### config.mk
export PLATFORM = sky130hd
export DESIGN_NAME = pc_fetch_sequencer
export DESIGN_NICKNAME = d
export VERILOG_FILES = /design/src/rtl/pc_fetch_sequencer.sv
export SDC_FILE = /design/constraint.sdc
export NUM_CORES = 1
export LEC_CHECK = 0
export ABC_AREA = 0
export BUFFER_PORTS_ARGS = -buffer_cell sky130_fd_sc_hd__buf_4
export CORE_MARGIN = 5
export CORE_UTILIZATION = 40
export DETAILED_ROUTE_END_ITERATION = 12
export GPL_ROUTABILITY_DRIVEN = 0
export GPL_TIMING_DRIVEN = 1
export PLACE_DENSITY = 0.7
export SYNTH_ARGS = -nofsm -noshare
export SYNTH_HDL_FRONTEND = slang
export SYNTH_SLANG_ARGS = --single-unit
### constraint.sdc
create_clock -name clk -period 4 [get_ports clk]
set_clock_uncertainty 0.2 [all_clocks]
set_input_delay 0.8 -clock clk [delete_from_list [all_inputs] [get_ports clk]]
set_output_delay 0.8 -clock clk [all_outputs]
set_load 0.005 [all_outputs]
### src/rtl/pc_fetch_sequencer.sv
// Program-counter owner and instruction fetch sequencer (req/ack imem handshake).
// Optional macro PC_BRANCH_SIGN_EXT_EN: sign-extend branch immediates (zero-extend when undefined).
module pc_fetch_sequencer #(
   parameter logic [31:0] RESET_PC = 32'h0000_0000,
   parameter int          W        = 32
) (
   input  logic         clk,
   input  logic         rst_n,
   input  logic         stall,
   input  logic         branch_taken,
   input  logic         jump,
   input  logic         jr,
   input  logic [W-1:0] jr_target,
   output logic         imem_req,
   output logic [W-1:0] imem_addr,
   input  logic         imem_ack,
   input  logic [W-1:0] imem_rdata,
   output logic [W-1:0] instr,
   output logic         instr_valid,
   output logic [W-1:0] pc,
   output logic [W-1:0] pc_plus4
);

   typedef enum logic [1:0] {
      S_IDLE  = 2'b00,
      S_REQ   = 2'b01,
      S_VALID = 2'b10
   } state_t;

   state_t         state_r;
   logic [W-1:0]   pc_r;
   logic [W-1:0]   instr_r;
   logic           instr_valid_r;
   logic [W-1:0]   pc_plus4_s;
   logic [W-1:0]   branch_off_s;
   logic [W-1:0]   next_pc_s;

   // Branch immediate extension; must match the downstream extend unit's mode.
   function automatic logic [31:0] ext16(input logic [15:0] imm);
`ifdef PC_BRANCH_SIGN_EXT_EN
      ext16 = {{16{imm[15]}}, imm};
`else
      ext16 = {16'h0000, imm};
`endif
   endfunction

   assign pc_plus4_s   = pc_r + 32'd4;
   assign branch_off_s = ext16(instr_r[15:0]) << 2;

   // Next-PC select: jr over jump over taken branch over sequential.
   always_comb begin
      next_pc_s = pc_plus4_s;
      if (jr) begin
         next_pc_s = jr_target & 32'hFFFF_FFFC;
      end else if (jump) begin
         next_pc_s = {pc_plus4_s[31:28], instr_r[25:0], 2'b00};
      end else if (branch_taken) begin
         next_pc_s = pc_plus4_s + branch_off_s;
      end else begin
         next_pc_s = pc_plus4_s;
      end
   end

   // Fetch FSM with registered pc/instr/instr_valid; acks outside S_REQ are dropped.
   always_ff @(posedge clk or negedge rst_n) begin
      if (!rst_n) begin
         state_r       <= S_IDLE;
         pc_r          <= RESET_PC;
         instr_r       <= 32'h0000_0000;
         instr_valid_r <= 1'b0;
      end else begin
         case (state_r)
            S_IDLE: begin
               state_r <= S_REQ;
            end
            S_REQ: begin
               if (imem_ack) begin
                  instr_r       <= imem_rdata;
                  instr_valid_r <= 1'b1;
                  state_r       <= S_VALID;
               end
            end
            S_VALID: begin
               if (!stall) begin
                  pc_r          <= next_pc_s;
                  instr_valid_r <= 1'b0;
                  state_r       <= S_REQ;
               end
            end
            default: begin
               state_r       <= S_IDLE;
               instr_valid_r <= 1'b0;
            end
         endcase
      end
   end

   assign imem_req    = (state_r == S_REQ);
   assign imem_addr   = pc_r;
   assign instr       = instr_r;
   assign instr_valid = instr_valid_r;
   assign pc          = pc_r;
   assign pc_plus4    = pc_plus4_s;

endmodule

======== Word level (Yosys, flattened, before mapping) ========
Cells that the tools add are included.
cells by class
  $add $sub $neg .......................... 2
  eq/ne operators ......................... 4
  muxes and demuxes ....................... 9
  bitwise gates (word level) .............. 2
  reductions and logical operators ........ 5
operators by type and width
  kind                     number
  $mux W32                 3
  $add A32 B18 Y32         1
  $add A32 B3 Y32 const B  1
  $pmux W2 S3              1
  $reduce_and A2 Y1        3
  $mux W2                  2
  $pmux W1 S3              1
  $reduce_and A3 Y1        1
  $eq A2 B1 Y1 const B     1
  $eq A2 B2 Y1 const B     1
  $logic_not A2 Y1         1
  $mux W1                  2
  $ne A2 B1 Y1 const B     1
  $ne A2 B2 Y1 const B     1
  $not A1 Y1               2
word-level totals
  register bits ........................... 67
  bits of input ports ..................... 71
  output and inout port bits .............. 130
  logic and storage cells ................. 26

======== Logic depth before layout (Yosys ltp) ========
  depth after elaboration ................. 5
  mapped depth ............................ 14
  mapped depth without buffers ............ 13

======== Least setup slack after synthesis ========
Ideal clock, no wire load.
  path kind ............................... reg2reg
  start point ............................. register pc_r[7], in the netlist imem_addr[7]
  end point ............................... register pc_r[27], in the netlist imem_addr[27]
  library setup time ...................... 104 ps
  arrival time ............................ 3,592 ps
  required time ........................... 3,696 ps
  path slack .............................. 104 ps
  stages on the path, launching flop included .. 15
  path buffers ............................ 1
  clock period less this slack ............ 3,896 ps
  cell sequence ........................... dfrtp_1 and2_1 clkbuf_1 nand3_1 nor2_1 and3_2 xor2_1 ha_1 a21oi_1 o21ai_0 a22o_2 a211oi_1 nor3_1 xnor2_1 a221oi_1
on the way
  longest elaborated chain between the ends .. 5
ends and longest elaborated chain
  item                    line  text
  start, declared         31    logic [W-1:0] pc_r;
  start signal, assigned  85    pc_r <= next_pc_s;
  $add A32 B3 Y32         47    assign pc_plus4_s = pc_r + 32'd4;
  via pc_plus4[15]        21    output logic [W-1:0] pc_plus4
  $add A32 B18 Y32        58    next_pc_s = pc_plus4_s + branch_off_s;
  $mux W32                57    end else if (branch_taken) begin
  $mux W32                55    end else if (jump) begin
  $mux W32                53    if (jr) begin
The timed path passes the listed nets, and every way through them passes these cells.
A chain may end at the register's enable or synchronous reset.

======== Worst setup path in the final report ========
  start point ............................. register pc_r[14], in the netlist imem_addr[14]
  end point ............................... output pc_plus4[27]
on the way
  longest elaborated chain between the ends .. 1
ends and longest elaborated chain
  item             line
  $add A32 B3 Y32  47
  end, declared    21
No other way between the ends.

==> summary.txt <==
hold buffers post-CTS: 0
Worst IR Drop VDD: 0.5098 mV
syn_area_per_cell: 8.966 µm²
Leak: 0.003115 µW
register area share after synthesis: 0.3200
GR Overflow Total: 0
slew margin rel.: 0.4257
Fin. Hold Viols: 0
WL final: 16,800 µm
fin crit share: 0.9509
Post-synth top cells: 65 x dfrtp_1, 45 x nand2_1, 43 x nor2_1
number of global-route vias before repair: 4,916
status: completed
largest net degree at the start of global routing: 66
Critical Path End Type: output pin
CTS tree: built
fin area: 6815 µm²
CP Launch Type: flop
worst skew pair latency: 0.34 ns
TritonRoute pass-1 iters: 5
DR vias/cell: 5.457
Synthesis Warnings: 0
die width: 122.7 µm
Netlist cell types: 68
initial antenna violation count: 0
Post-Syn Area: 5084 µm²
Min-Delay Path Class: reg2reg
Slew @ Worst Pin: 0.8614 ns
area leader, netlist: dfrtp_1
CP max FO: 7
post-synth top area share: 0.3200
CP required: 3.00 ns
Die Height: 122.7 µm
Initial Utilization: 0.4061
flops & latches, synth: 65
Site Rows: 41
RSZ-0062 raised after global routing: false
final slew viol count: 0
CTS Buf Count: 9
Final setup viols: 0
clk sinks: 65
fin nets: 819
number of synthesized flops with an enable pin: 0
final worst path period need: 3.803 ns
DP Area: 6457 µm²
Clock Tree Root: clkbuf_16
total track usage: 0.2208
Boundary Pins: 201
dpl cells: 889
main area contributors after synthesis: dfrtp_1 32%, mux2_2 7.1%, buf_4 5.3%
DRT iter0 DRCs: 394
pwr dens: 884.2 nW/µm²
clk slew on worst S/H paths: 0.06 ns
H-tree Lvls: 3
Residual DRC: 0
Max Fclk: 262.9 MHz
clock buffer depth: 2
DRT antenna net count: 0
ys flop type: dfrtp_1
fraction of registers with async set/reset: 1.000
most used standard cell by instance count after synthesis: dfrtp_1
Final WS setup: 0.1966 ns
Crit Path Class: reg2out
total vias in the final route: 4,939
WP data arrival: 2.80 ns
max_cap viols: 0
pre-CTS WS: -0.006600 ns
Mapped Cells: 567
die area: 15,060 µm²
Placeable Area: 12,520 µm²
ratio of cells with drive above 1 in the final layout: 0.3943
# port buffers: 192
Post-Layout Cell Count: 905
HPWL Detailed: 13,040 µm
routed len/inst: 18.57 µm
first-pass GRT wire length: 26,010 µm
Inserted Diodes: 0
Layout area overhead: 34.06%
layout make-up:
type / count / area [µm²]
clock buffers: 13 / 250.2
repair buffers: 206 / 1546
flip-flops and latches: 65 / 1629
multi-input cells: 434 / 3089
clock inverters: 3 / 40.04
well taps: 172 / 215.2
inverters: 12 / 45.04
fillers: 1170 / 5702
sequential cells by signal (all words and copies together), names as in the netlist:
signal,cells
imem_addr,30
instr,32
state_r,2
instr_valid,1
worst max-delay path, stage by stage (launching register included):
cell and delay, ns:
dfrtp_1 0.53, nand4_2 0.23, or4_1 0.73, or4_4 0.57, and2_2 0.20, inv_1 0.08
buf_4 0.12
cell usage in the layout (no fill, tap or decap), types with 6 or more instances in the layout:
cell type,instances
a211oi_1,14
a21o_1,7
a21oi_1,33
a221oi_1,9
and2_1,6
and3_1,7
buf_4,206
clkbuf_16,9
conb_1,6
dfrtp_1,63
ha_1,19
inv_1,11
mux2_2,32
mux2i_1,10
nand2_1,45
nand3_1,23
nor2_1,42
nor3_1,8
o21ai_0,34
o22ai_1,12
or3_1,6
xnor2_1,26
xor2_1,15
per-layer routing:
metal  up-vias  track usage  routed length, µm
li1       2345            -                  -
met1      2375       0.2819               6845
met2       191       0.3659               8426
met3        28      0.05023               1158
met4         0      0.07908                374
met5         -            0                  0
worst paths after layout:
check                                          start                         to  slack [ns]  cells past startpoint
setup reg to reg            imem_addr[8]$_DFFE_PN0P_  imem_addr[27]$_DFFE_PN0P_        0.20                     14
max in group asynchronous                      rst_n   imem_addr[5]$_DFFE_PN0P_        2.60                      1
hold reg to reg                instr[26]$_DFFE_PN0P_      instr[26]$_DFFE_PN0P_        0.31                      1
hold / removal                 instr[26]$_DFFE_PN0P_      instr[26]$_DFFE_PN0P_        0.31                      1
min in group asynchronous                      rst_n       instr[1]$_DFFE_PN0P_        0.35                      1
setup / recovery           imem_addr[14]$_DFFE_PN0P_               pc_plus4[27]        0.20                      6
power by group:
part           total [µW]  switching, µW  internal (µW)
logic                3740           1820           1920
registers            1500            516            987
clock network         784            286            498
total                6030           2620           3410
kinds of logic (layout without fill, tap and decap cells):
| family | Yosys count | count (layout) | share of synthesized area |
|---|---|---|---|
| simple gates | 178 | 178 | 0.1871 |
| compound gates | 140 | 140 | 0.1770 |
| xor+xnor | 48 | 48 | 0.08418 |
| buf+inv | 73 | 234 | 0.08983 |
| other cells | 1 | 6 | 0.0007377 |
| fa+ha+maj | 20 | 20 | 0.05070 |
| flops | 65 | 65 | 0.3200 |
| mux | 42 | 42 | 0.09058 |
what timing repair did:
item	CTS	global route
buffers inserted	0	0
gates resized for setup	1	14
endpoints found under the setup margin	1	15
per-stage QoR:
stage / total power [µW] / TNS (ns) / hold WS, ns / utilization
4_1_cts: 5981 / 0 / 0.3079 / 0.5392
5_1_grt: 6488 / 0 / 0.3138 / 0.5445
3_5_place_dp: 5177 / -0.006600 / 0.2951 / 0.5159
2_1_floorplan: 3639 / 0 / 0.3018 / -
3_3_place_gp: 5043 / 0 / 0.2903 / 0.5159
6_report: 6026 / 0 / 0.3052 / 0.5445
No activity file was read; power rests on OpenSTA's default activity.
